===== config.mk =====
export PLATFORM = sky130hd
export DESIGN_NAME = load_store_unit
export DESIGN_NICKNAME = d
export VERILOG_FILES = /design/src/rtl/load_store_unit.sv
export SDC_FILE = /design/constraint.sdc
export NUM_CORES = 1
export LEC_CHECK = 0
export CAP_MARGIN = 10
export CORE_ASPECT_RATIO = 1.25
export CORE_MARGIN = 2
export CORE_UTILIZATION = 38
export DETAILED_ROUTE_END_ITERATION = 10
export PLACE_DENSITY = 0.81
export SETUP_SLACK_MARGIN = 0.3
export SLEW_MARGIN = 20
export SYNTH_ARGS = -nofsm -noshare
export SYNTH_HDL_FRONTEND = slang
export SYNTH_SLANG_ARGS = --single-unit

===== constraint.sdc =====
create_clock -name clk -period 9.3 [get_ports clk]
set_input_delay 0.93 -clock clk [delete_from_list [all_inputs] [get_ports clk]]
set_output_delay 0.93 -clock clk [all_outputs]
set_load 0.02 [all_outputs]

===== src/rtl/load_store_unit.sv =====
// rtl/load_store_unit.sv - memory-access stage: LW/LBU/SW/SB over a single-outstanding data-memory port
module load_store_unit #(
    parameter int unsigned RESP_TIMEOUT = 255
) (
    input  logic        clk,
    input  logic        reset,
    input  logic        valid_i,
    output logic        ready_o,
    input  logic [1:0]  op_i,
    input  logic [31:0] addr_i,
    input  logic [31:0] store_data_i,
    input  logic [4:0]  rd_idx_i,
    output logic        mem_req_v_o,
    input  logic        mem_req_ready_i,
    output logic        mem_we_o,
    output logic [31:0] mem_addr_o,
    output logic [3:0]  mem_be_o,
    output logic [31:0] mem_wdata_o,
    input  logic        mem_resp_v_i,
    input  logic [31:0] mem_rdata_i,
    output logic        wb_v_o,
    output logic [4:0]  wb_rd_o,
    output logic [31:0] wb_data_o,
    output logic        misaligned_o,
    output logic        timeout_o
);
    // op_i[1] selects store, op_i[0] selects byte width
    typedef enum logic [2:0] {
        S_IDLE,
        S_REQ,
        S_WAIT,
        S_WB,
        S_ERR
    } state_t;

    localparam logic [15:0] TIMEOUT_LIMIT = 16'(RESP_TIMEOUT);

    state_t      state_q, state_d;
    logic        is_byte_q, is_byte_d;
    logic [1:0]  lane_q, lane_d;
    logic [4:0]  rd_q, rd_d;
    logic [15:0] timeout_cnt_q, timeout_cnt_d;
    logic        err_timeout_q, err_timeout_d;
    logic        mem_we_q, mem_we_d;
    logic [31:0] mem_addr_q, mem_addr_d;
    logic [3:0]  mem_be_q, mem_be_d;
    logic [31:0] mem_wdata_q, mem_wdata_d;
    logic [4:0]  wb_rd_q, wb_rd_d;
    logic [31:0] wb_data_q, wb_data_d;

    // Next-state and datapath decode; everything holds unless its state updates it
    always_comb begin
        state_d       = state_q;
        is_byte_d     = is_byte_q;
        lane_d        = lane_q;
        rd_d          = rd_q;
        timeout_cnt_d = timeout_cnt_q;
        err_timeout_d = err_timeout_q;
        mem_we_d      = mem_we_q;
        mem_addr_d    = mem_addr_q;
        mem_be_d      = mem_be_q;
        mem_wdata_d   = mem_wdata_q;
        wb_rd_d       = wb_rd_q;
        wb_data_d     = wb_data_q;

        case (state_q)
            S_IDLE: begin
                if (valid_i) begin
                    is_byte_d = op_i[0];
                    lane_d    = addr_i[1:0];
                    rd_d      = rd_idx_i;
                    if (!op_i[0] && (addr_i[1:0] != 2'b00)) begin
                        // Word access off a word boundary: report, never touch memory
                        err_timeout_d = 1'b0;
                        state_d       = S_ERR;
                    end else begin
                        mem_we_d   = op_i[1];
                        mem_addr_d = {addr_i[31:2], 2'b00};
                        mem_be_d   = op_i[0] ? (4'b0001 << addr_i[1:0]) : 4'b1111;
                        if (!op_i[1]) begin
                            mem_wdata_d = 32'h0;
                        end else if (op_i[0]) begin
                            mem_wdata_d = {4{store_data_i[7:0]}};
                        end else begin
                            mem_wdata_d = store_data_i;
                        end
                        state_d = S_REQ;
                    end
                end
            end
            S_REQ: begin
                if (mem_req_ready_i) begin
                    timeout_cnt_d = 16'h0;
                    state_d       = mem_we_q ? S_IDLE : S_WAIT;
                end
            end
            S_WAIT: begin
                // A response on the last counted cycle still wins over the timeout
                if (mem_resp_v_i) begin
                    wb_rd_d   = rd_q;
                    wb_data_d = is_byte_q ? {24'h0, mem_rdata_i[8*lane_q +: 8]} : mem_rdata_i;
                    state_d   = S_WB;
                end else if (timeout_cnt_q == TIMEOUT_LIMIT) begin
                    err_timeout_d = 1'b1;
                    state_d       = S_ERR;
                end else begin
                    timeout_cnt_d = timeout_cnt_q + 16'd1;
                end
            end
            S_WB:    state_d = S_IDLE;
            S_ERR:   state_d = S_IDLE;
            default: state_d = S_IDLE;
        endcase
    end

    // State and output registers; reset aborts any access without a pulse
    always_ff @(posedge clk or posedge reset) begin
        if (reset) begin
            state_q       <= S_IDLE;
            is_byte_q     <= 1'b0;
            lane_q        <= 2'b00;
            rd_q          <= 5'd0;
            timeout_cnt_q <= 16'h0;
            err_timeout_q <= 1'b0;
            mem_we_q      <= 1'b0;
            mem_addr_q    <= 32'h0;
            mem_be_q      <= 4'h0;
            mem_wdata_q   <= 32'h0;
            wb_rd_q       <= 5'd0;
            wb_data_q     <= 32'h0;
        end else begin
            state_q       <= state_d;
            is_byte_q     <= is_byte_d;
            lane_q        <= lane_d;
            rd_q          <= rd_d;
            timeout_cnt_q <= timeout_cnt_d;
            err_timeout_q <= err_timeout_d;
            mem_we_q      <= mem_we_d;
            mem_addr_q    <= mem_addr_d;
            mem_be_q      <= mem_be_d;
            mem_wdata_q   <= mem_wdata_d;
            wb_rd_q       <= wb_rd_d;
            wb_data_q     <= wb_data_d;
        end
    end

    // Valids and pulses decode from state only, so no input reaches an output combinationally
    always_comb begin
        ready_o      = (state_q == S_IDLE);
        mem_req_v_o  = (state_q == S_REQ);
        wb_v_o       = (state_q == S_WB);
        misaligned_o = (state_q == S_ERR) && !err_timeout_q;
        timeout_o    = (state_q == S_ERR) && err_timeout_q;
        mem_we_o     = mem_we_q;
        mem_addr_o   = mem_addr_q;
        mem_be_o     = mem_be_q;
        mem_wdata_o  = mem_wdata_q;
        wb_rd_o      = wb_rd_q;
        wb_data_o    = wb_data_q;
    end
endmodule


Word-level counts from Yosys, hierarchy flattened --
Index checks and enable logic that the tools add are counted.
Word-level totals: flip-flop bits (word level) 132, input bits 108, output and inout port bits 111, word-level logic and storage cells 63
Cells by class: add/subtract/negate cells 1, equal/unequal tests 12, shifts and indexed selects 2, muxes and demuxes 20, bitwise logic cells 1, reductions and logical operators 15
Operators by type and width (count):
- $mux W32 | 3
- $mux W16 | 3
- $pmux W16 S2 | 1
- $shiftx A32 B6 Y8 | 1
- $add A16 B1 Y16 const B | 1
- $eq A16 B8 Y1 const B | 1
- $mux W3 | 5
- $pmux W3 S3 | 1
- $ne A2 B2 Y1 const B | 4
- $eq A3 B2 Y1 const B | 2
- $reduce_and A3 Y1 | 2
- $reduce_bool A2 Y1 | 3
- $reduce_and A5 Y1 | 1
- $mux W1 | 4
- $mux W4 | 1
- $ne A2 B1 Y1 const B | 2
- $reduce_and A2 Y1 | 2
- $reduce_and A4 Y1 | 1
- $shl A1 B2 Y4 const A | 1
- $eq A3 B1 Y1 const B | 1
- $eq A3 B3 Y1 const B | 1
- $logic_and A1 B1 Y1 | 3
- $logic_not A3 Y1 | 1
- $ne A3 B3 Y1 const B | 1
- other kinds (4) | 5

Depth between registers and ports, before layout --
depth after elaboration 5, depth in mapped cells 7, depth with buffers taken out 5

Worst setup path before layout --
Ideal clock, no wire load.
path type register to output, from register state_q[0], to output misaligned_o, arrival 1.339 ns, data required time 8.370 ns, path slack 7.031 ns, stages on the path, launching flop included 3, buffers on the path 1, cells stage by stage dfrtp_1 > buf_4 > nor4b_1
Between the ends: cells in the longest elaborated chain, start to end 2
RTL lines:
- start, declared | RTL line 38 | state_t state_q, state_d;
- start signal, assigned | RTL line 132 | state_q <= state_d;
- $eq A3 B3 Y1 | RTL line 152 | misaligned_o = (state_q == S_ERR) && !err_timeout_q;
- $logic_and A1 B1 Y1 | RTL line 152
- end, declared | RTL line 24 | output logic misaligned_o,
No other way between the ends.

Final worst setup path --
from register state_q[0], to output ready_o
Between the ends: cells in the longest elaborated chain, start to end 1
RTL lines:
- $logic_not A3 Y1 | RTL line 149 | ready_o = (state_q == S_IDLE);
- end, declared | RTL line 8 | output logic ready_o,
No other way between the ends.

==> metrics.md <==
| Metric | Value |
|---|---|
| Status | `completed` |
| Unique masters post-synth | `54` |
| # placed instances | `993` |
| Hold path cells | `2` |
| Total number of clock tree sinks | `132` |
| Count of flip-flops with a built-in enable after synthesis | `0` |
| Worst r2r dst | `wb_rd_o[0]` |
| Slew @ Worst Pin | `0.9525 ns` |
| Final Cell Area | `0.008919 mm²` |
| Post-synth ARST share | `100.0%` |
| Number of antenna violations at the first check in global routing | `0` |
| Worst min-delay path class | `register to register` |
| Die Height | `144.7 µm` |
| Buffer type at the clock tree root | `clkbuf_16` |
| Type of element launching the critical path | `register` |
| Buffers inserted during post-CTS setup optimization | `0` |
| Period Utilization, post-route | `33.18%` |
| RSZ-0062 raised after global routing | `false` |
| Most repeated cell in the gate-level netlist after synthesis | `nand2_1` |
| ANT cells | `0` |
| Resized cells post-CTS | `0` |
| Largest net degree at the start of global routing | `97` |
| Cell leakage power | `3.757 nW` |
| Via count | `5,132` |
| Logic gate share of total power | `44.2%` |
| Number of vias per cell | `5.012` |
| Sw frac | `37.66%` |
| Global-route wire length before repair | `25,270 µm` |
| Wire per inst | `15.84 µm` |
| Detail Route Antenna Nets | `0` |
| Skew final | `0.007919 ns` |
| Area inside the core boundary | `0.01557 mm²` |
| Floorplan die area | `0.01687 mm²` |
| Worst EP required | `8.37 ns` |
| Number of primary I/O pins | `219` |
| Power per standard cell area | `335.8 mW/mm²` |
| Switching power total | `1.128 mW` |
| Highest achievable clock rate | `0.3241 GHz` |
| Clock-pin slew of the registers on the worst-case setup and hold paths | `0.06 ns` |
| Net total in the final layout | `909` |
| Final hold violations | `0` |
| DRC Markers | `0` |
| Post-Synthesis Cell Area | `0.006020 mm²` |
| Number of global-route vias before repair | `4,988` |
| Max-cap violation count | `0` |
| Total congestion overflow after global routing | `0` |
| Clock insertion delay at the later pin of the skew report | `0.41 ns` |
| HPWL reported at the end of detailed placement | `11,560 µm` |
| Number of cells produced by synthesis | `599` |
| DR pass1 iterations | `5` |
| Std cell rows | `51` |
| Kind of end point of the critical path | `output pin` |
| Share of total power in sequential cells | `33.3%` |
| Final design utilization | `57.28%` |
| CP Max Fanout | `12` |
| Buffers added on ports | `216` |
| Main area contributors after synthesis | `dfrtp_1 (55%), nand2_1 (8.5%), o21ai_0 (8.3%)` |
| Arrival time at the worst endpoint | `2.16 ns` |
| Fin crit period | `3.086 ns` |
| Max VDD drop | `188.5 µV` |
| Share of power burned in the clock network | `22.5%` |
| Clock H-tree levels | `4` |
| Starting density of the core | `38.66%` |
| Number of cells on the worst reg-to-reg path | `3` |
| Layout Area Growth over Synthesis | `48.16%` |
| Worst r2r src | `state_q[1]` |
| Count of placed standard cells in the final layout, fillers left out | `1,024` |
| Final sum of negative setup slack | `0 ns` |
| Count of final max-slew check failures | `0` |
| Mapped Avg Cell Area | `10.05 µm²` |
| Internal portion of total power | `1.867 mW` |
| Proportion of synthesized chip area in sequential cells | `54.87%` |
| Hold-fix buffers at CTS | `0` |
| Fraction of layout instances using a drive strength above 1 | `10.47%` |
| TritonCTS buffer count | `17` |
| Most common flop cell mapped by yosys | `dfrtp_1` |
| Die W | `116.6 µm` |
| CTS max path bufs | `2` |
| Register bit count reported by yosys | `132` |
| Last weighted congestion value of the routability-driven placer | `0.7882` |
| Yosys synthesis warning count | `0` |
| Library cell with the largest summed area after synthesis | `dfrtp_1` |
| Total wire length after detailed routing | `16,220 µm` |
| Post-Place Cell Area | `0.008327 mm²` |
| Relative max-transition margin | `36.30%` |
| Worst hold start | `mem_wdata_o[21]` |
| Setup-failing EPs final | `0` |
| Iteration-0 DRC Markers | `352` |
| Area share of the leading cell type in the synthesized netlist | `54.87%` |
| Most frequent cells after synthesis | `nand2_1 (136), dfrtp_1 (132), o21ai_0 (100)` |
| Global routing usage summed across all routing layers | `19.35%` |
| TritonCTS clock tree | `built` |
| WHS Endpoint | `mem_wdata_o[21]` |
| Critical Setup Path Class | `register to output pin` |
| Setup slack of the most critical reg-to-reg path | `6.94 ns` |
[routing by layer]
layer / vias up / routed length (µm) / GRT usage, %
li1: 2488 / - / -
met1: 2409 / 6460 / 22.90
met2: 209 / 8140 / 32.16
met3: 26 / 1294 / 7.122
met4: 0 / 321 / 7.245
met5: - / 0 / 0
[cells by family (layout without fill, tap and decap cells)]
family	Yosys count	after routing	share of synthesized area, %
compound gates	139	139	13.45
xor+xnor	1	1	0.1455
fa+ha+maj	1	1	0.2078
buf+inv	47	259	3.346
flops	132	132	54.87
mux	45	45	8.252
other cells	1	2	0.06230
simple gates	233	233	19.66
[cell type report]
cell class / instances / area [µm²]
flip-flops and latches: 132 / 3303
fillers: 1367 / 6651
inverters: 9 / 38.79
well taps: 212 / 265.3
multi-input cells: 421 / 2540
repair buffers: 219 / 2185
clock inverters: 13 / 147.6
clock buffers: 18 / 439.2
[critical path, cell delays in order, from the launching register on]
cell	delay, ns
dfrtp_1	0.53
nor3_1	0.49
clkdlybuf4s50_1	0.71
[worst max path at each step]
stage,slack (ns),end,cells past startpoint,from
floorplan,4.84,err_timeout_q,1,reset
global placement,6.16,mem_addr_o[2],5,op_i[0]
detailed placement,6.10,mem_addr_o[11],5,op_i[0]
CTS,6.21,ready_o,2,state_q[0]
global route,6.09,ready_o,2,state_q[0]
finish,6.21,ready_o,2,state_q[0]
[power by group through the flow]
| stage | combinational [mW] | clock [mW] | sequential, mW |
|---|---|---|---|
| 2_1_floorplan | 0.468 | 0 | 1.23 |
| 3_3_place_gp | 1.32 | 0 | 0.993 |
| 3_5_place_dp | 1.34 | 0 | 1.00 |
| 4_1_cts | 1.34 | 0.684 | 0.997 |
| 5_1_grt | 1.44 | 0.706 | 1.03 |
| 6_report | 1.32 | 0.674 | 0.996 |
[registers in the layout, indices dropped and copies added, names as in the netlist]
signal and flops:
is_byte_q 1, mem_be_o 4, rd_q 5, mem_wdata_o 32, wb_data_o 32, wb_rd_o 5
state_q 3, mem_addr_o 30, lane_q 2, timeout_cnt_q 16, mem_we_o 1, err_timeout_q 1
[placed cells by master, fill, tap and decap left out, types with 3 or more instances in the layout]
master | synthesis | routed
and3_1 | 3 | 3
nor2b_1 | 31 | 31
or3_1 | 6 | 6
nand3_1 | 10 | 10
dfrtp_1 | 132 | 132
buf_4 | 3 | 3
or4_1 | 5 | 5
and4_1 | 3 | 3
a21oi_1 | 9 | 9
clkbuf_16 | 0 | 17
inv_6 | 0 | 5
o31ai_1 | 4 | 4
nand2_1 | 136 | 134
clkinvlp_4 | 0 | 3
o211ai_1 | 5 | 5
nor2_1 | 7 | 7
mux2i_1 | 8 | 8
mux2_2 | 37 | 37
a221o_1 | 7 | 7
nand4_1 | 3 | 3
clkdlybuf4s50_1 | 0 | 216
and2_1 | 10 | 10
o21ai_0 | 100 | 100
inv_1 | 7 | 6
[through the flow]
stage	setup slack [ns]	total power [mW]	hold slack (ns)
floorplan	4.844	1.698	0.4417
global placement	6.159	2.309	0.4545
detailed placement	6.095	2.339	0.4691
CTS	6.206	3.023	0.4817
global route	6.094	3.178	0.4970
finish	6.214	2.995	0.4751
No activity file was read; power rests on OpenSTA's default activity.
